<file path="config.mk">
export PLATFORM = sky130hd
export DESIGN_NAME = tile_interact_engine
export DESIGN_NICKNAME = d
export VERILOG_FILES = /design/src/rtl/tile_interact_engine_pkg.sv /design/src/rtl/tile_interact_engine_classify.sv /design/src/rtl/tile_interact_engine.sv
export SDC_FILE = /design/constraint.sdc
export NUM_CORES = 1
export LEC_CHECK = 0
export ABC_AREA = 1
export BUFFER_PORTS_ARGS = -buffer_cell sky130_fd_sc_hd__buf_2
export CAP_MARGIN = 25
export CORE_MARGIN = 3
export CORE_UTILIZATION = 48
export CTS_CLUSTER_DIAMETER = 100
export CTS_CLUSTER_SIZE = 25
export DETAILED_ROUTE_END_ITERATION = 10
export PLACE_DENSITY = 0.8
export SLEW_MARGIN = 20
export SYNTH_ARGS = -nofsm -noshare
export SYNTH_HDL_FRONTEND = slang
export SYNTH_HIERARCHICAL = 1
export SYNTH_SLANG_ARGS = --single-unit
</file>
<file path="constraint.sdc">
create_clock -name i_clk -period 5.8 [get_ports i_clk]
set_clock_uncertainty 0.1 [all_clocks]
set_input_delay 1.16 -clock i_clk [delete_from_list [all_inputs] [get_ports i_clk]]
set_output_delay 1.16 -clock i_clk [all_outputs]
set_load 0.05 [all_outputs]
</file>
<file path="src/rtl/tile_interact_engine_pkg.sv">
// Shared tile ids, result codes, FSM states and pending-outcome payload for the
// tile interaction engine and its tile classifier.
package tile_interact_engine_pkg;

   localparam int unsigned TILE_GROUND     = 0;
   localparam int unsigned TILE_WALL_LO    = 1;
   localparam int unsigned TILE_WALL_HI    = 7;
   localparam int unsigned TILE_KEY_BASE   = 16;
   localparam int unsigned TILE_DOOR_BASE  = 32;
   localparam int unsigned TILE_MONSTER_LO = 48;
   localparam int unsigned TILE_MONSTER_HI = 55;
   localparam int unsigned TILE_POTION     = 64;

   localparam int unsigned RESULT_W = 3;

   typedef enum logic [2:0] {
      TC_OTHER,
      TC_WALL,
      TC_KEY,
      TC_DOOR,
      TC_MONSTER,
      TC_POTION
   } tile_class_e;

   typedef enum logic [RESULT_W-1:0] {
      RES_MOVED         = 3'd0,
      RES_OOB           = 3'd1,
      RES_WALL          = 3'd2,
      RES_DOOR_LOCKED   = 3'd3,
      RES_MONSTER_BLOCK = 3'd4,
      RES_KEY_TAKEN     = 3'd5,
      RES_DOOR_OPENED   = 3'd6,
      RES_FOUGHT        = 3'd7
   } result_e;

   typedef enum logic [2:0] {
      ST_IDLE,
      ST_WAIT,
      ST_RESOLVE,
      ST_WRITE,
      ST_FINISH
   } state_e;

   // Outcome decided in RESOLVE and committed in FINISH.
   typedef struct packed {
      result_e res;
      logic    move;
   } outcome_t;

   // Colour index width; never zero so a single-colour build stays legal.
   function automatic int unsigned color_width(input int unsigned n);
      return (n > 1) ? $clog2(n) : 1;
   endfunction

endpackage

</file>
<file path="src/rtl/tile_interact_engine_classify.sv">
// Combinational tile id -> class and colour index; shared with the renderer.
module tile_classify
   import tile_interact_engine_pkg::*;
#(
   parameter int unsigned TILE_W    = 16,
   parameter int unsigned KEY_TYPES = 3,
   parameter int unsigned COLOR_W   = color_width(KEY_TYPES)
) (
   input  logic [TILE_W-1:0]  i_tile,
   output tile_class_e        o_class_c,
   output logic [COLOR_W-1:0] o_color_c
);

   always_comb begin
      o_class_c = TC_OTHER;
      o_color_c = '0;
      if (i_tile >= TILE_W'(TILE_WALL_LO) && i_tile <= TILE_W'(TILE_WALL_HI)) begin
         o_class_c = TC_WALL;
      end else if (i_tile >= TILE_W'(TILE_KEY_BASE) &&
                   i_tile <  TILE_W'(TILE_KEY_BASE + KEY_TYPES)) begin
         o_class_c = TC_KEY;
         o_color_c = COLOR_W'(i_tile - TILE_W'(TILE_KEY_BASE));
      end else if (i_tile >= TILE_W'(TILE_DOOR_BASE) &&
                   i_tile <  TILE_W'(TILE_DOOR_BASE + KEY_TYPES)) begin
         o_class_c = TC_DOOR;
         o_color_c = COLOR_W'(i_tile - TILE_W'(TILE_DOOR_BASE));
      end else if (i_tile >= TILE_W'(TILE_MONSTER_LO) &&
                   i_tile <= TILE_W'(TILE_MONSTER_HI)) begin
         o_class_c = TC_MONSTER;
      end else if (i_tile == TILE_W'(TILE_POTION)) begin
         o_class_c = TC_POTION;
      end
   end

endmodule

</file>
<file path="src/rtl/tile_interact_engine.sv">
// Sequential move engine: bounds-checks a one-step move, reads the target tile,
// applies wall/key/door/monster/potion rules, writes back and commits player state.
module tile_interact_engine
   import tile_interact_engine_pkg::*;
#(
   parameter int unsigned MAP_W       = 16,
   parameter int unsigned MAP_H       = 16,
   parameter int unsigned COORD_W     = 4,
   parameter int unsigned ADDR_W      = 8,
   parameter int unsigned TILE_W      = 16,
   parameter int unsigned KEY_TYPES   = 3,
   parameter int unsigned KEY_W       = 4,
   parameter int unsigned HEALTH_W    = 8,
   parameter int unsigned HEALTH_INIT = 100,
   parameter int unsigned HEALTH_MAX  = 200,
   parameter int unsigned DAMAGE      = 3,
   parameter int unsigned HEAL        = 10,
   parameter int unsigned START_X     = 1,
   parameter int unsigned START_Y     = 1
) (
   input  logic                         i_clk,
   input  logic                         i_rst_n,
   input  logic                         i_move_valid,
   input  logic [1:0]                   i_move_dir,
   output logic                         o_ready,
   output logic                         o_done,
   output logic [RESULT_W-1:0]          o_result,
   output logic [ADDR_W-1:0]            o_map_rd_addr,
   input  logic [TILE_W-1:0]            i_map_rd_data,
   output logic                         o_map_wr_en,
   output logic [ADDR_W-1:0]            o_map_wr_addr,
   output logic [TILE_W-1:0]            o_map_wr_data,
   output logic [COORD_W-1:0]           o_player_x,
   output logic [COORD_W-1:0]           o_player_y,
   output logic [KEY_TYPES*KEY_W-1:0]   o_key_count,
   output logic [HEALTH_W-1:0]          o_health
);

   localparam int unsigned COLOR_W = color_width(KEY_TYPES);
   localparam int unsigned CXW     = COORD_W + 1;
   localparam int unsigned KW1     = KEY_W + 1;
   localparam int unsigned HW1     = HEALTH_W + 1;
   localparam int unsigned KEY_MAX = (1 << KEY_W) - 1;

   state_e                       r_state;
   logic [COORD_W-1:0]           r_tx;
   logic [COORD_W-1:0]           r_ty;
   outcome_t                     r_pend;
   logic [KEY_TYPES*KEY_W-1:0]   r_key_nx;
   logic [HEALTH_W-1:0]          r_health_nx;

   logic [COORD_W-1:0]           w_tx;
   logic [COORD_W-1:0]           w_ty;
   logic                         w_oob;
   logic [ADDR_W-1:0]            w_addr;

   tile_class_e                  w_class;
   logic [COLOR_W-1:0]           w_color;
   int unsigned                  w_kbase;
   logic [KEY_W-1:0]             w_key_cur;
   logic [KW1-1:0]               w_key_wide;
   logic [KEY_W-1:0]             w_key_inc;
   logic [HW1-1:0]               w_heal_wide;
   logic [HEALTH_W-1:0]          w_health_heal;

   result_e                      w_res;
   logic                         w_move;
   logic                         w_write;
   logic [KEY_TYPES*KEY_W-1:0]   w_key_nx;
   logic [HEALTH_W-1:0]          w_health_nx;

   tile_classify #(
      .TILE_W    (TILE_W),
      .KEY_TYPES (KEY_TYPES),
      .COLOR_W   (COLOR_W)
   ) u_classify (
      .i_tile    (i_map_rd_data),
      .o_class_c (w_class),
      .o_color_c (w_color)
   );

   // Target coordinate and bounds check, widened so the upper edge never wraps.
   always_comb begin
      w_tx  = o_player_x;
      w_ty  = o_player_y;
      w_oob = 1'b0;
      case (i_move_dir)
         2'd0: if (o_player_y == '0) w_oob = 1'b1;
               else w_ty = o_player_y - COORD_W'(1);
         2'd1: if (CXW'(o_player_y) + CXW'(1) >= CXW'(MAP_H)) w_oob = 1'b1;
               else w_ty = o_player_y + COORD_W'(1);
         2'd2: if (o_player_x == '0) w_oob = 1'b1;
               else w_tx = o_player_x - COORD_W'(1);
         2'd3: if (CXW'(o_player_x) + CXW'(1) >= CXW'(MAP_W)) w_oob = 1'b1;
               else w_tx = o_player_x + COORD_W'(1);
      endcase
      w_addr = ADDR_W'(w_ty) * ADDR_W'(MAP_W) + ADDR_W'(w_tx);
   end

   // Saturating key increment and potion heal on widened intermediates.
   always_comb begin
      w_kbase       = 32'(w_color) * KEY_W;
      w_key_cur     = o_key_count[w_kbase +: KEY_W];
      w_key_wide    = KW1'(w_key_cur) + KW1'(1);
      w_key_inc     = (w_key_wide > KW1'(KEY_MAX)) ? KEY_W'(KEY_MAX) : w_key_wide[KEY_W-1:0];
      w_heal_wide   = HW1'(o_health) + HW1'(HEAL);
      w_health_heal = (w_heal_wide > HW1'(HEALTH_MAX)) ? HEALTH_W'(HEALTH_MAX)
                                                        : w_heal_wide[HEALTH_W-1:0];
   end

   // Tile rule resolution; only meaningful while in RESOLVE.
   always_comb begin
      w_res       = RES_MOVED;
      w_move      = 1'b1;
      w_write     = 1'b0;
      w_key_nx    = o_key_count;
      w_health_nx = o_health;
      case (w_class)
         TC_WALL: begin
            w_res  = RES_WALL;
            w_move = 1'b0;
         end
         TC_KEY: begin
            w_key_nx[w_kbase +: KEY_W] = w_key_inc;
            w_write = 1'b1;
            w_res   = RES_KEY_TAKEN;
         end
         TC_DOOR: begin
            if (w_key_cur == '0) begin
               w_res  = RES_DOOR_LOCKED;
               w_move = 1'b0;
            end else begin
               w_key_nx[w_kbase +: KEY_W] = w_key_cur - KEY_W'(1);
               w_write = 1'b1;
               w_res   = RES_DOOR_OPENED;
            end
         end
         TC_MONSTER: begin
            if (o_health > HEALTH_W'(DAMAGE)) begin
               w_health_nx = o_health - HEALTH_W'(DAMAGE);
               w_write     = 1'b1;
               w_res       = RES_FOUGHT;
            end else begin
               w_res  = RES_MONSTER_BLOCK;
               w_move = 1'b0;
            end
         end
         TC_POTION: begin
            w_health_nx = w_health_heal;
            w_write     = 1'b1;
            w_res       = RES_FOUGHT;
         end
         default: ;
      endcase
   end

   // Move FSM with registered outputs; player state commits only in FINISH.
   always_ff @(posedge i_clk) begin
      if (!i_rst_n) begin
         r_state       <= ST_IDLE;
         r_tx          <= '0;
         r_ty          <= '0;
         r_pend        <= '0;
         r_key_nx      <= '0;
         r_health_nx   <= HEALTH_W'(HEALTH_INIT);
         o_ready       <= 1'b1;
         o_done        <= 1'b0;
         o_result      <= '0;
         o_map_rd_addr <= '0;
         o_map_wr_en   <= 1'b0;
         o_map_wr_addr <= '0;
         o_map_wr_data <= '0;
         o_player_x    <= COORD_W'(START_X);
         o_player_y    <= COORD_W'(START_Y);
         o_key_count   <= '0;
         o_health      <= HEALTH_W'(HEALTH_INIT);
      end else begin
         o_done      <= 1'b0;
         o_map_wr_en <= 1'b0;
         case (r_state)
            ST_IDLE: begin
               if (i_move_valid) begin
                  r_tx    <= w_tx;
                  r_ty    <= w_ty;
                  o_ready <= 1'b0;
                  if (w_oob) begin
                     r_pend      <= '{res: RES_OOB, move: 1'b0};
                     r_key_nx    <= o_key_count;
                     r_health_nx <= o_health;
                     r_state     <= ST_FINISH;
                  end else begin
                     o_map_rd_addr <= w_addr;
                     r_state       <= ST_WAIT;
                  end
               end
            end
            ST_WAIT: r_state <= ST_RESOLVE;
            ST_RESOLVE: begin
               r_pend      <= '{res: w_res, move: w_move};
               r_key_nx    <= w_key_nx;
               r_health_nx <= w_health_nx;
               if (w_write) begin
                  o_map_wr_en   <= 1'b1;
                  o_map_wr_addr <= o_map_rd_addr;
                  o_map_wr_data <= TILE_W'(TILE_GROUND);
                  r_state       <= ST_WRITE;
               end else begin
                  r_state <= ST_FINISH;
               end
            end
            ST_WRITE: r_state <= ST_FINISH;
            ST_FINISH: begin
               o_done   <= 1'b1;
               o_result <= r_pend.res;
               if (r_pend.move) begin
                  o_player_x <= r_tx;
                  o_player_y <= r_ty;
               end
               o_key_count <= r_key_nx;
               o_health    <= r_health_nx;
               o_ready     <= 1'b1;
               r_state     <= ST_IDLE;
            end
            default: r_state <= ST_IDLE;
         endcase
      end
   end

endmodule

</file>
# Word level (Yosys, flattened, before mapping)
# Index checks and enable logic that the tools add are counted.
[totals] out_inout_bits=66 input_bits=21 register_bits=85 wordCells=134
[op_classes] reduce_logical=19 n_lt_le_gt_ge=13 n_eq_ne=15 bitwise=1 mux=51 n_addsub=14 shifts=4
[ops] operator="4-bit by 34-bit variable part select with 12-bit output" count=2
[ops] operator="12-bit one-hot mux with 2 select lines" count=2
[ops] operator="12-bit two-way mux" count=3
[ops] operator="4-bit negation with 34-bit output" count=1
[ops] operator="4-bit by 34-bit variable shift with 12-bit output (first input constant)" count=1
[ops] operator="16-bit by 6-bit >= comparator with 1-bit output (second input constant)" count=2
[ops] operator="8-bit two-way mux" count=4
[ops] operator="8-bit one-hot mux with 2 select lines" count=2
[ops] operator="4-bit two-way mux" count=7
[ops] operator="3-bit two-way mux" count=9
[ops] operator="12-bit bitwise mux" count=2
[ops] operator="4-bit one-hot mux with 2 select lines" count=3
[ops] operator="16-bit by 7-bit equality test with 1-bit output (second input constant)" count=1
[ops] operator="16-bit by 1-bit >= comparator with 1-bit output (second input constant)" count=1
[ops] operator="16-bit by 5-bit >= comparator with 1-bit output (second input constant)" count=1
[ops] operator="16-bit by 3-bit less-or-equal comparator with 1-bit output (second input constant)" count=1
[ops] operator="16-bit by 6-bit less-or-equal comparator with 1-bit output (second input constant)" count=1
[ops] operator="16-bit by 5-bit < comparator with 1-bit output (second input constant)" count=1
[ops] operator="16-bit by 6-bit < comparator with 1-bit output (second input constant)" count=1
[ops] operator="4-bit by 1-bit adder with 5-bit output (second input constant)" count=3
[ops] operator="3-bit one-hot mux with 5 select lines" count=1
[ops] operator="3-bit by 2-bit equality test with 1-bit output (second input constant)" count=4
[ops] operator="4-bit logical NOT" count=3
[ops] operator="3-bit one-hot mux with 4 select lines" count=1
[ops] operator="29 further kinds" count=60

# Depth between registers and ports, before layout
# Gate-level depths: netlist of the first run.
[logic_depth] depth_word=13 mapped_depth=25

# Modules after synthesis
# The synthesis of the first run kept the hierarchy.
[by_module_without_submodules] mod="tile_interact_engine" n_inst=1 seq_area_each_um2=1701.6 area_each_um2=5036.1 cells_per_inst=712
[by_module_without_submodules] mod="tile_classify" n_inst=1 seq_area_each_um2=0.0 area_each_um2=181.4 cells_per_inst=39

# Least setup slack after synthesis of the first run
# OpenSTA, ideal clock, no wires.
[synth_timing] path_type="input to register" from="input i_map_rd_data[14]" to="register r_key_nx[10]" arrival_time_ns=3.422 cell_stages=24 slack_ns=2.208 setup_time_ns=0.070 t_required_ns=5.630 path_cell_list="nor2_1 -> nand2_1 -> nor2_4 -> nand4_2 -> a21oi_1 -> buf_6 -> inv_6 -> nand2_2 -> nand3_2 -> nand2_4 -> clkinv_2 -> ha_1 -> inv_1 -> nor2_1 -> nand2_1 -> nor2_1 -> nand3_1 -> nand3_2 -> nand3_1 -> nand2_1 -> nand2_1 -> nand2_1 -> nand2_1 -> a21oi_1"
[synth_via] elab_chain_len=13 elab_cells_between_ends=38
[synth_rtl] element="start: declaration" line="tile_interact_engine.sv:29" text="input logic [TILE_W-1:0] i_map_rd_data,"
[synth_rtl] element="16-bit by 6-bit >= comparator with 1-bit output or 16-bit by 6-bit < comparator with 1-bit output (tied branches)" line="tile_interact_engine_classify.sv:23, tile_interact_engine_classify.sv:24"
[synth_rtl] element="1-bit logical AND" line="tile_interact_engine_classify.sv:23" text="end else if (i_tile >= TILE_W'(TILE_DOOR_BASE) &&"
[synth_rtl] element="2-bit two-way mux" line="tile_interact_engine_classify.sv:23"
[synth_rtl] element="2-bit two-way mux" line="tile_interact_engine_classify.sv:19" text="end else if (i_tile >= TILE_W'(TILE_KEY_BASE) &&"
[synth_rtl] element="2-bit two-way mux *" line="tile_interact_engine_classify.sv:17" text="if (i_tile >= TILE_W'(TILE_WALL_LO) && i_tile <= TILE_W'(TILE_WALL_HI)) begin"
[synth_rtl] element="via w_color[0]" line="tile_interact_engine.sv:58" text="logic [COLOR_W-1:0] w_color;"
[synth_rtl] element="12-bit by 5-bit variable part select with 4-bit output" line="tile_interact_engine.sv:103" text="w_key_cur = o_key_count[w_kbase +: KEY_W];"
[synth_rtl] element="4-bit by 1-bit adder with 5-bit output" line="tile_interact_engine.sv:104" text="w_key_wide = KW1'(w_key_cur) + KW1'(1);"
[synth_rtl] element="5-bit by 4-bit > comparator with 1-bit output" line="tile_interact_engine.sv:105" text="w_key_inc = (w_key_wide > KW1'(KEY_MAX)) ? KEY_W'(KEY_MAX) : w_key_wide[KEY_W-1:0];"
[synth_rtl] element="4-bit two-way mux" line="tile_interact_engine.sv:105"
[synth_rtl] element="4-bit by 34-bit variable part select with 12-bit output" line="tile_interact_engine.sv:124" text="w_key_nx[w_kbase +: KEY_W] = w_key_inc;"
[synth_rtl] element="12-bit bitwise mux" line="tile_interact_engine.sv:124"
[synth_rtl] element="12-bit one-hot mux with 2 select lines *" line="tile_interact_engine.sv:118" text="case (w_class)"
[synth_rtl] element="12-bit one-hot mux with 2 select lines *" line="tile_interact_engine.sv:180" text="case (r_state)"
[synth_rtl] element="end signal: assignment" line="tile_interact_engine.sv:188" text="r_key_nx <= o_key_count;"
[synth_rtl] element="end signal: assignment" line="tile_interact_engine.sv:200" text="r_key_nx <= w_key_nx;"
[synth_rtl] element="end: declaration" line="tile_interact_engine.sv:49" text="logic [KEY_TYPES*KEY_W-1:0] r_key_nx;"
# Mark *: on every way through the listed nets, which the timed path passes. The rest lies on a longest branch.
# A chain may end at the register's enable or synchronous reset.

# Worst setup path in the final report of the first run
[layout_timing] from="input i_map_rd_data[14]" to="register r_key_nx[6]"
# The elaborated chain is that of the path after synthesis.

==> flow_results.xml, run 1 <==
<?xml version="1.0" encoding="UTF-8"?>
<metrics>
  <group name="logic_synthesis">
    <metric name="synth_adder_area_share" unit="%">4.08</metric>
    <metric name="synth_flop_cell" unit="">sky130_fd_sc_hd__dfxtp_1</metric>
    <metric name="postSynth.asyncResetShare" unit="%">0</metric>
    <metric name="synth-edff-count" unit="">0</metric>
    <metric name="post_synth_xor_area_fraction" unit="%">2.01</metric>
    <metric name="muxShareOfSynthArea" unit="%">0.216</metric>
    <metric name="largest_family_of_logic_cells_by_synthesized_area" unit="">simple AND/OR/NAND/NOR gates</metric>
    <metric name="synth_seq_cells" unit="">85</metric>
    <metric name="syn-mean-instance-area" unit="sq um">6.95</metric>
    <metric name="synth-simple-area-share" unit="%">25.5</metric>
    <metric name="yosysUniqueCellTypes" unit="">54</metric>
    <metric name="synth_compound_area_share" unit="%">22.9</metric>
    <metric name="post_synth_instance_area" unit="sq um">5220</metric>
    <metric name="syn-instance-count" unit="">751</metric>
    <metric name="synth_seq_area_share" unit="%">32.6</metric>
    <metric name="synth_warnings" unit="">6</metric>
  </group>
  <group name="critical_path">
    <metric name="rr_endpoint" unit="">r_key_nx[7]</metric>
    <metric name="cp-end-kind" unit="">flop</metric>
    <metric name="timing.critical_path.required" unit="ns">5.92</metric>
    <metric name="timing.rr.start" unit="">o_player_x[0]</metric>
    <metric name="ff2ff_path_depth" unit="">10</metric>
    <metric name="cp-endpoint" unit="">r_key_nx[6]</metric>
    <metric name="ff2ff_setup_slack" unit="ns">3.37</metric>
    <metric name="worst-endpoint-arrival" unit="ns">4.13</metric>
    <metric name="setup.worst_path.start_class" unit="">input port</metric>
    <metric name="crit_fanout" unit="">9</metric>
    <metric name="criticalPathCategory" unit="">input port to flop</metric>
    <metric name="crit_path_start" unit="">i_map_rd_data[14]</metric>
  </group>
  <group name="routing">
    <metric name="drc_errors" unit="">0</metric>
    <metric name="routed_via_density" unit="">5.23</metric>
    <metric name="highest-signal-layer" unit="">met4</metric>
    <metric name="dr_total_vias" unit="">4998</metric>
    <metric name="wirelength_met1" unit="mm">5.99</metric>
    <metric name="drtAntennaViolNets" unit="">0</metric>
    <metric name="wl" unit="mm">12.7</metric>
    <metric name="number_of_iterations_in_the_first_detailed_routing_pass" unit="">5</metric>
    <metric name="routed-wl-met2" unit="mm">5.73</metric>
    <metric name="detailroute.wirelength.met3" unit="um">852</metric>
    <metric name="routedWlPerCell" unit="um">13.3</metric>
    <metric name="drt_initial_violations" unit="">255</metric>
  </group>
  <group name="power_and_ir_drop">
    <metric name="cell_internal_pwr" unit="uW">917</metric>
    <metric name="sw_frac_of_total" unit="%">30.6</metric>
    <metric name="clockPowerShare" unit="%">36.5</metric>
    <metric name="power_switching" unit="uW">404</metric>
    <metric name="power.ir.vdd_worst" unit="uV">169</metric>
    <metric name="power.sequential.fraction" unit="%">48.2</metric>
    <metric name="post_layout_total_power" unit="mW">1.32</metric>
    <metric name="logic_pwr_share" unit="%">15.3</metric>
    <metric name="cellLeakagePower" unit="nW">2.56</metric>
    <metric name="power.density_cell_area" unit="nW/um^2">227</metric>
  </group>
  <group name="layout">
    <metric name="drive_gt1_share" unit="%">17.6</metric>
    <metric name="final_nets" unit="">853</metric>
    <metric name="number_of_antenna_repair_diodes" unit="">0</metric>
    <metric name="flow.area_growth_from_synthesis" unit="%">11.4</metric>
  </group>
  <group name="timing">
    <metric name="worstMarginPinSlew" unit="ns">0.797</metric>
    <metric name="report.final.slew_viol_count" unit="">0</metric>
    <metric name="final_period_minus_worst_setup_slack" unit="ns">4.01</metric>
    <metric name="timing.final.hold_violations" unit="">0</metric>
    <metric name="worst_slack" unit="ns">1.79</metric>
    <metric name="setup_violations" unit="">0</metric>
    <metric name="tns" unit="ns">0</metric>
    <metric name="relative_slew_slack" unit="%">46.8</metric>
    <metric name="post_route_clock_period_utilization" unit="%">69.2</metric>
    <metric name="maxClockFrequency" unit="MHz">249</metric>
    <metric name="unrepaired_setup_endpoints_after_global_routing" unit="">no</metric>
  </group>
  <group name="die">
    <metric name="io_pins" unit="">87</metric>
    <metric name="die_width" unit="um">110</metric>
    <metric name="chipHeight" unit="um">110</metric>
    <metric name="core" unit="sq um">10500</metric>
    <metric name="start_util" unit="%">49.9</metric>
    <metric name="row_count" unit="">37</metric>
    <metric name="die_area" unit="sq um">12200</metric>
  </group>
  <group name="clock_tree">
    <metric name="cts.path.max_buffers" unit="">2</metric>
    <metric name="post-cts-setup-buffers" unit="">0</metric>
    <metric name="tritoncts_clock_tree" unit="">done</metric>
    <metric name="hold_buffers" unit="">0</metric>
    <metric name="tritoncts_num_sinks" unit="">85</metric>
    <metric name="worst_setup_hold_path_clk_slew" unit="ns">0.09</metric>
    <metric name="post_cts_resized" unit="">0</metric>
    <metric name="numCtsBuffers" unit="">9</metric>
    <metric name="clock_h_tree_levels" unit="">3</metric>
    <metric name="root_buffer_cell" unit="">sky130_fd_sc_hd__clkbuf_8</metric>
    <metric name="worst_skew_pair.late_latency" unit="ns">0.36</metric>
  </group>
  <group name="global_routing">
    <metric name="grt_antenna_before_repair" unit="">0</metric>
    <metric name="grt_remaining_overflow" unit="">0</metric>
    <metric name="grt_max_degree" unit="">37</metric>
    <metric name="first_pass_grt_wire_length" unit="mm">21.5</metric>
    <metric name="gr-usage-all-layers" unit="%">21.9</metric>
    <metric name="first_global_vias" unit="">4607</metric>
  </group>
  <group name="placement">
    <metric name="detailedPlace.worstSlack" unit="ns">1.46</metric>
    <metric name="finalWeightedCongestion" unit="">0.964</metric>
    <metric name="io_buffer_count" unit="">70</metric>
    <metric name="dp_hpwl" unit="mm">9.49</metric>
  </group>
  <group name="job">
    <metric name="max_cap_violations" unit="">0</metric>
  </group>
  <group name="outcome">
    <metric name="outcome" unit="">completed</metric>
  </group>
  <group name="hold_path">
    <metric name="hp-class" unit="">flop to flop</metric>
  </group>
</metrics>
-- metal layers --
layer	track usage (%)	vias to the layer above
met4	5.01	0
met3	5.88	14
met2	35.2	156
li1	-	2583
met1	29.6	2245
met5	0	-
-- flip-flops by register name (all words and copies together), names as in the netlist, 3 cells and up --
| name | count |
|---|---|
| o_map_rd_addr | 8 |
| r_tx | 4 |
| r_ty | 4 |
| o_player_x | 4 |
| o_key_count | 12 |
| o_map_wr_addr | 8 |
| o_health | 8 |
| o_player_y | 4 |
| r_pend | 4 |
| r_state | 3 |
| r_key_nx | 12 |
| o_result | 3 |
| r_health_nx | 8 |
-- Yosys cell counts, drive strengths merged, types with 2 or more instances --
master	count	area share [%]
a211oi	3	0.53
a21oi	82	7.9
a22o	4	0.67
a31oi	2	0.24
buf	28	4.0
clkbuf	7	0.50
clkinv	3	0.24
dfxtp	85	33
ha	17	4.1
inv	107	7.8
nand2	168	13
nand3	43	5.4
nand4	7	1.2
nor2	50	4.2
nor3	11	1.6
o2111ai	4	0.67
o211ai	16	2.7
o21a	3	0.43
o21ai	80	8.0
o221ai	3	0.50
o22ai	6	0.72
o31ai	3	0.43
or2	3	0.36
xnor2	2	0.34
xor2	10	1.7
-- through the flow --
step | cell area, sq um | std cells | util (%) | hold slack (ns)
after floorplan | 5270 | 766 | - | 0.323
after global placement | 5580 | 940 | 53.4 | 0.327
after detailed placement | 5580 | 940 | 53.4 | 0.335
after CTS | 5810 | 956 | 55.5 | 0.353
after global routing | 5810 | 956 | 55.5 | 0.375
final | 5810 | 956 | 55.5 | 0.351
-- cell type report --
| type | instances | area, sq um |
|---|---|---|
| Tap cell | 136 | 170 |
| Inverter | 110 | 422 |
| Clock inverter | 7 | 104 |
| Sequential cell | 85 | 1700 |
| Timing Repair Buffer | 73 | 373 |
| Multi-Input combinational cell | 536 | 2920 |
| Clock buffer | 9 | 124 |
| Fill cell | 1043 | 4650 |
-- cells by family (layout without fill, tap and decap cells) --
| family | after synthesis | in the layout |
|---|---|---|
| and+or+nand+nor | 283 | 283 |
| AOI/OAI and AO/OA | 207 | 207 |
| buffers and inverters | 145 | 199 |
| DFF | 85 | 85 |
| adders and majority gates | 17 | 17 |
| xor gates and xnor gates | 12 | 12 |
| other | 1 | 16 |
| muxes | 1 | 1 |
-- layout by cell type, fill, tap and decap left out, types with 2 or more instances in the layout --
cell / count
sky130_fd_sc_hd__bufinv_16: 2
sky130_fd_sc_hd__conb_1: 16
sky130_fd_sc_hd__clkinv_1: 2
sky130_fd_sc_hd__a22o_1: 4
sky130_fd_sc_hd__nand4_1: 5
sky130_fd_sc_hd__nor2_1: 42
sky130_fd_sc_hd__a31oi_1: 2
sky130_fd_sc_hd__o221ai_1: 3
sky130_fd_sc_hd__clkbuf_8: 9
sky130_fd_sc_hd__inv_1: 96
sky130_fd_sc_hd__o31ai_1: 3
sky130_fd_sc_hd__o21ai_0: 68
sky130_fd_sc_hd__nor2_2: 6
sky130_fd_sc_hd__o21ai_1: 8
sky130_fd_sc_hd__buf_2: 70
sky130_fd_sc_hd__xnor2_1: 2
sky130_fd_sc_hd__o2111ai_1: 4
sky130_fd_sc_hd__inv_6: 4
sky130_fd_sc_hd__o22ai_1: 6
sky130_fd_sc_hd__inv_2: 9
sky130_fd_sc_hd__a211oi_1: 2
sky130_fd_sc_hd__o211ai_1: 14
sky130_fd_sc_hd__nand3_4: 2
sky130_fd_sc_hd__nor2_4: 2
sky130_fd_sc_hd__nand2_2: 7
sky130_fd_sc_hd__a21oi_1: 81
sky130_fd_sc_hd__clkinv_4: 2
sky130_fd_sc_hd__nor3_1: 7
sky130_fd_sc_hd__o21a_1: 3
sky130_fd_sc_hd__nor3_2: 3
sky130_fd_sc_hd__nand3_1: 33
sky130_fd_sc_hd__nand2_4: 2
sky130_fd_sc_hd__nand2_1: 159
sky130_fd_sc_hd__dfxtp_1: 85
sky130_fd_sc_hd__xor2_1: 10
sky130_fd_sc_hd__ha_1: 17
sky130_fd_sc_hd__o21ai_2: 4
sky130_fd_sc_hd__nand3_2: 8
sky130_fd_sc_hd__buf_4: 3
-- power groups by stage --
stage	Clock, mW	Combinational, mW	Sequential [mW]
final	0.482	0.202	0.637
after global routing	0.514	0.226	0.642
after CTS	0.489	0.204	0.636
after detailed placement	0	0.203	0.650
after global placement	0	0.200	0.649
after floorplan	0	0.146	0.675
-- how the worst min path moves through the flow --
| stage | from | to | slack (ns) | depth (start not counted) |
|---|---|---|---|---|
| 2_1_floorplan | r_health_nx[0] | o_health[0] | 0.32 | 2 |
| 3_3_place_gp | o_ready | o_ready | 0.33 | 2 |
| 3_5_place_dp | o_map_wr_addr[2] | o_map_wr_addr[2] | 0.33 | 2 |
| 4_1_cts | o_map_wr_addr[6] | o_map_wr_addr[6] | 0.35 | 2 |
| 5_1_grt | o_map_wr_addr[7] | o_map_wr_addr[7] | 0.38 | 2 |
| 6_report | o_map_wr_addr[2] | o_map_wr_addr[2] | 0.35 | 2 |
-- worst max-delay path, stage by stage --
cell and delay, ns:
sky130_fd_sc_hd__buf_2 0.10, sky130_fd_sc_hd__nor2_1 0.09, sky130_fd_sc_hd__nand2_1 0.09, sky130_fd_sc_hd__nor2_4 0.17
sky130_fd_sc_hd__nand4_2 0.16, sky130_fd_sc_hd__a21oi_1 0.65, sky130_fd_sc_hd__inv_1 0.30, sky130_fd_sc_hd__nand3_2 0.18
sky130_fd_sc_hd__nand2_4 0.08, sky130_fd_sc_hd__clkinv_2 0.08, sky130_fd_sc_hd__ha_1 0.22, sky130_fd_sc_hd__inv_1 0.16
sky130_fd_sc_hd__nor2_1 0.06, sky130_fd_sc_hd__nand2_1 0.06, sky130_fd_sc_hd__nor2_1 0.04, sky130_fd_sc_hd__nand3_1 0.07
sky130_fd_sc_hd__nand3_2 0.10, sky130_fd_sc_hd__nand3_1 0.09, sky130_fd_sc_hd__nand2_1 0.06, sky130_fd_sc_hd__nand2_1 0.06
sky130_fd_sc_hd__nand2_1 0.04, sky130_fd_sc_hd__nand2_1 0.06, sky130_fd_sc_hd__a21oi_1 0.05
Power figures use the tool's default switching activity.
==> run 2: changes to the inputs <==
--- a/config.mk
+++ b/config.mk
@@ -13,7 +13,7 @@
 export CTS_CLUSTER_DIAMETER = 100
 export CTS_CLUSTER_SIZE = 25
 export DETAILED_ROUTE_END_ITERATION = 10
-export PLACE_DENSITY = 0.8
+export PLACE_DENSITY = 0.82
 export SLEW_MARGIN = 20
 export SYNTH_ARGS = -nofsm -noshare
 export SYNTH_HDL_FRONTEND = slang
==> constraint.sdc (replaced) <==
create_clock -name i_clk -period 3.35 [get_ports i_clk]
set_clock_uncertainty 0.1 [all_clocks]
set_input_delay 0.67 -clock i_clk [delete_from_list [all_inputs] [get_ports i_clk]]
set_output_delay 0.67 -clock i_clk [all_outputs]
set_load 0.05 [all_outputs]
==> run 2 against run 1 <==
Compared with the run above: hold slack improved by 0.00091 ns; cell area rose by 0.60%; combinational power rose by 76%; largest power group unchanged; highest routed layer unchanged.
==> flow_results.xml, run 2 (synthesis results as in run 1) <==
<?xml version="1.0" encoding="UTF-8"?>
<metrics>
  <group name="routing">
    <metric name="drc_errors" unit="">0</metric>
    <metric name="routedWlPerCell" unit="um">13.3</metric>
    <metric name="dr_total_vias" unit="">5113</metric>
    <metric name="routed_via_density" unit="">5.29</metric>
    <metric name="drtAntennaViolNets" unit="">0</metric>
    <metric name="wl" unit="mm">12.9</metric>
    <metric name="number_of_iterations_in_the_first_detailed_routing_pass" unit="">5</metric>
    <metric name="drt_initial_violations" unit="">362</metric>
  </group>
  <group name="clock_tree">
    <metric name="tritoncts_num_sinks" unit="">85</metric>
    <metric name="post-cts-setup-buffers" unit="">0</metric>
    <metric name="worst_setup_hold_path_clk_slew" unit="ns">0.09</metric>
    <metric name="numCtsBuffers" unit="">9</metric>
    <metric name="worst_skew_pair.late_latency" unit="ns">0.37</metric>
    <metric name="cts.path.max_buffers" unit="">2</metric>
    <metric name="clock_h_tree_levels" unit="">3</metric>
    <metric name="root_buffer_cell" unit="">sky130_fd_sc_hd__clkbuf_8</metric>
    <metric name="tritoncts_clock_tree" unit="">done</metric>
  </group>
  <group name="layout">
    <metric name="flow.area_growth_from_synthesis" unit="%">12.0</metric>
    <metric name="leading_cell_type_in_the_layout_fill_and_taps_excluded" unit="">sky130_fd_sc_hd__nand2_1</metric>
    <metric name="final_nets" unit="">864</metric>
    <metric name="layout_top_registers" unit="">o_key_count x12, r_key_nx x12</metric>
    <metric name="final_core_utilization" unit="%">55.9</metric>
    <metric name="final.fill_count" unit="">1031</metric>
    <metric name="drive_gt1_share" unit="%">18.5</metric>
    <metric name="most_used_cells_in_the_layout_excluding_fill_and_tap_cells" unit="">sky130_fd_sc_hd__nand2_1 (159), sky130_fd_sc_hd__inv_1 (96), sky130_fd_sc_hd__dfxtp_1 (85)</metric>
    <metric name="number_of_antenna_repair_diodes" unit="">0</metric>
  </group>
  <group name="critical_path">
    <metric name="cpPeakStageDelay" unit="ns">0.27</metric>
    <metric name="ff2ff_path_depth" unit="">12</metric>
    <metric name="max_stage_delay_cell_worst_path" unit="">sky130_fd_sc_hd__ha_1</metric>
    <metric name="cpLargestDelayFamily" unit="">simple AND/OR/NAND/NOR gates</metric>
    <metric name="timing.rr.start" unit="">o_player_y[0]</metric>
    <metric name="setup.worst_path.start_class" unit="">input port</metric>
    <metric name="cp-end-kind" unit="">flop</metric>
    <metric name="worst-endpoint-arrival" unit="ns">3.20</metric>
    <metric name="rr_endpoint" unit="">r_key_nx[11]</metric>
    <metric name="timing.critical_path.required" unit="ns">3.56</metric>
    <metric name="worst-path-buf-inv" unit="">5</metric>
    <metric name="timing.critical_path.mode_cell" unit="">sky130_fd_sc_hd__nand2_1</metric>
    <metric name="crit_fanout" unit="">12</metric>
    <metric name="criticalPathCategory" unit="">input port to flop</metric>
    <metric name="ff2ff_setup_slack" unit="ns">0.99</metric>
  </group>
  <group name="placement">
    <metric name="io_buffer_count" unit="">70</metric>
    <metric name="finalWeightedCongestion" unit="">1.07</metric>
    <metric name="dp_hpwl" unit="mm">9.82</metric>
  </group>
  <group name="power_and_ir_drop">
    <metric name="logic_pwr_share" unit="%">16.8</metric>
    <metric name="sw_frac_of_total" unit="%">31.6</metric>
    <metric name="power.sequential.fraction" unit="%">52.0</metric>
    <metric name="clockPowerShare" unit="%">31.2</metric>
    <metric name="cellLeakagePower" unit="nW">2.59</metric>
    <metric name="power.ir.vdd_worst" unit="uV">363</metric>
    <metric name="power_switching" unit="uW">670</metric>
    <metric name="power.density_cell_area" unit="nW/um^2">363</metric>
    <metric name="cell_internal_pwr" unit="mW">1.45</metric>
  </group>
  <group name="die">
    <metric name="start_util" unit="%">49.9</metric>
    <metric name="die_area" unit="sq um">12200</metric>
    <metric name="io_pins" unit="">87</metric>
    <metric name="core" unit="sq um">10500</metric>
    <metric name="chipHeight" unit="um">110</metric>
    <metric name="die_width" unit="um">110</metric>
    <metric name="row_count" unit="">37</metric>
  </group>
  <group name="hold_path">
    <metric name="startpoint_of_the_tightest_hold_check_path" unit="">o_map_wr_addr[2]</metric>
    <metric name="hp-class" unit="">flop to flop</metric>
    <metric name="min_delay_path_depth" unit="">2</metric>
    <metric name="min_delay_worst_endpoint" unit="">o_map_wr_addr[2]</metric>
  </group>
  <group name="global_routing">
    <metric name="gr-usage-all-layers" unit="%">21.8</metric>
    <metric name="grt_antenna_before_repair" unit="">0</metric>
    <metric name="grt_max_degree" unit="">36</metric>
    <metric name="grt_remaining_overflow" unit="">0</metric>
    <metric name="first_pass_grt_wire_length" unit="mm">21.3</metric>
    <metric name="first_global_vias" unit="">4613</metric>
  </group>
  <group name="timing">
    <metric name="setup_violations" unit="">0</metric>
    <metric name="maxClockFrequency" unit="MHz">335</metric>
    <metric name="post_route_clock_period_utilization" unit="%">89.2</metric>
    <metric name="final_period_minus_worst_setup_slack" unit="ns">2.99</metric>
    <metric name="finalHoldWorstSlack" unit="ns">0.352</metric>
    <metric name="report.final.slew_viol_count" unit="">0</metric>
    <metric name="unrepaired_setup_endpoints_after_global_routing" unit="">no</metric>
    <metric name="tns" unit="ns">0</metric>
    <metric name="timing.final.hold_violations" unit="">0</metric>
  </group>
  <group name="job">
    <metric name="max_cap_violations" unit="">0</metric>
  </group>
  <group name="outcome">
    <metric name="outcome" unit="">completed</metric>
  </group>
</metrics>
==> run 2: tightest hold or removal path, delay by kind of cell (launching register included) <==
family,cells,cell delay [ns]
flops,1,0.32
compound gates,1,0.05
buf+inv,1,0.05
==> run 2: worst max-delay path by stage <==
| stage | depth (start not counted) | startpoint | to | slack, ns |
|---|---|---|---|---|
| after floorplan | 24 | i_map_rd_data[14] | r_key_nx[10] | 0.25 |
| after global routing | 25 | i_map_rd_data[14] | r_key_nx[10] | 0.004 |
| after CTS | 21 | i_map_rd_data[14] | r_key_nx[0] | 0.38 |
| after detailed placement | 21 | i_map_rd_data[14] | r_key_nx[0] | -0.009 |
| final | 25 | i_map_rd_data[3] | r_key_nx[6] | 0.36 |
| after global placement | 22 | i_map_rd_data[14] | r_key_nx[0] | 0.02 |
==> run 2: power groups by stage <==
stage / logic [mW] / registers [mW] / clock network (mW)
detailed placement: 0.355 / 1.13 / 0
CTS: 0.357 / 1.10 / 0.681
finish: 0.356 / 1.10 / 0.663
global placement: 0.350 / 1.12 / 0
floorplan: 0.253 / 1.17 / 0
global route: 0.397 / 1.11 / 0.715
==> run 2: what timing repair did <==
action | in CTS | in global routing
hold buffers | 0 | 0
gates resized for setup | 0 | 1
endpoints found under the setup margin | 0 | 1
==> run 2: final cells by class <==
cell class	instances	area [sq um]	area share (%)
clock buffers	11	141	2.42
clock inverters	5	35.0	0.599
inverters	110	422	7.21
multi-input cells	536	2920	49.9
flip-flops and latches	85	1700	29.1
well taps	136	170	2.91
repair buffers	84	459	7.86
==> run 2: stage by stage <==
step / std cells / setup WS, ns / power (mW) / area [sq um]
finish: 967 / 0.361 / 2.12 / 5850
floorplan: 766 / 0.248 / 1.42 / 5270
CTS: 967 / 0.385 / 2.14 / 5840
global placement: 951 / 0.0237 / 1.47 / 5670
detailed placement: 951 / -0.00867 / 1.48 / 5670
global route: 967 / 0.00422 / 2.22 / 5850
==> run 2: per-layer routing <==
| metal | up-vias | GRT usage [%] | wire (um) |
|---|---|---|---|
| li1 | 2611 | - | - |
| met1 | 2298 | 29.7 | 5930 |
| met2 | 186 | 33.7 | 5660 |
| met3 | 18 | 6.23 | 1110 |
| met4 | 0 | 6.16 | 187 |
| met5 | - | 0 | 0 |
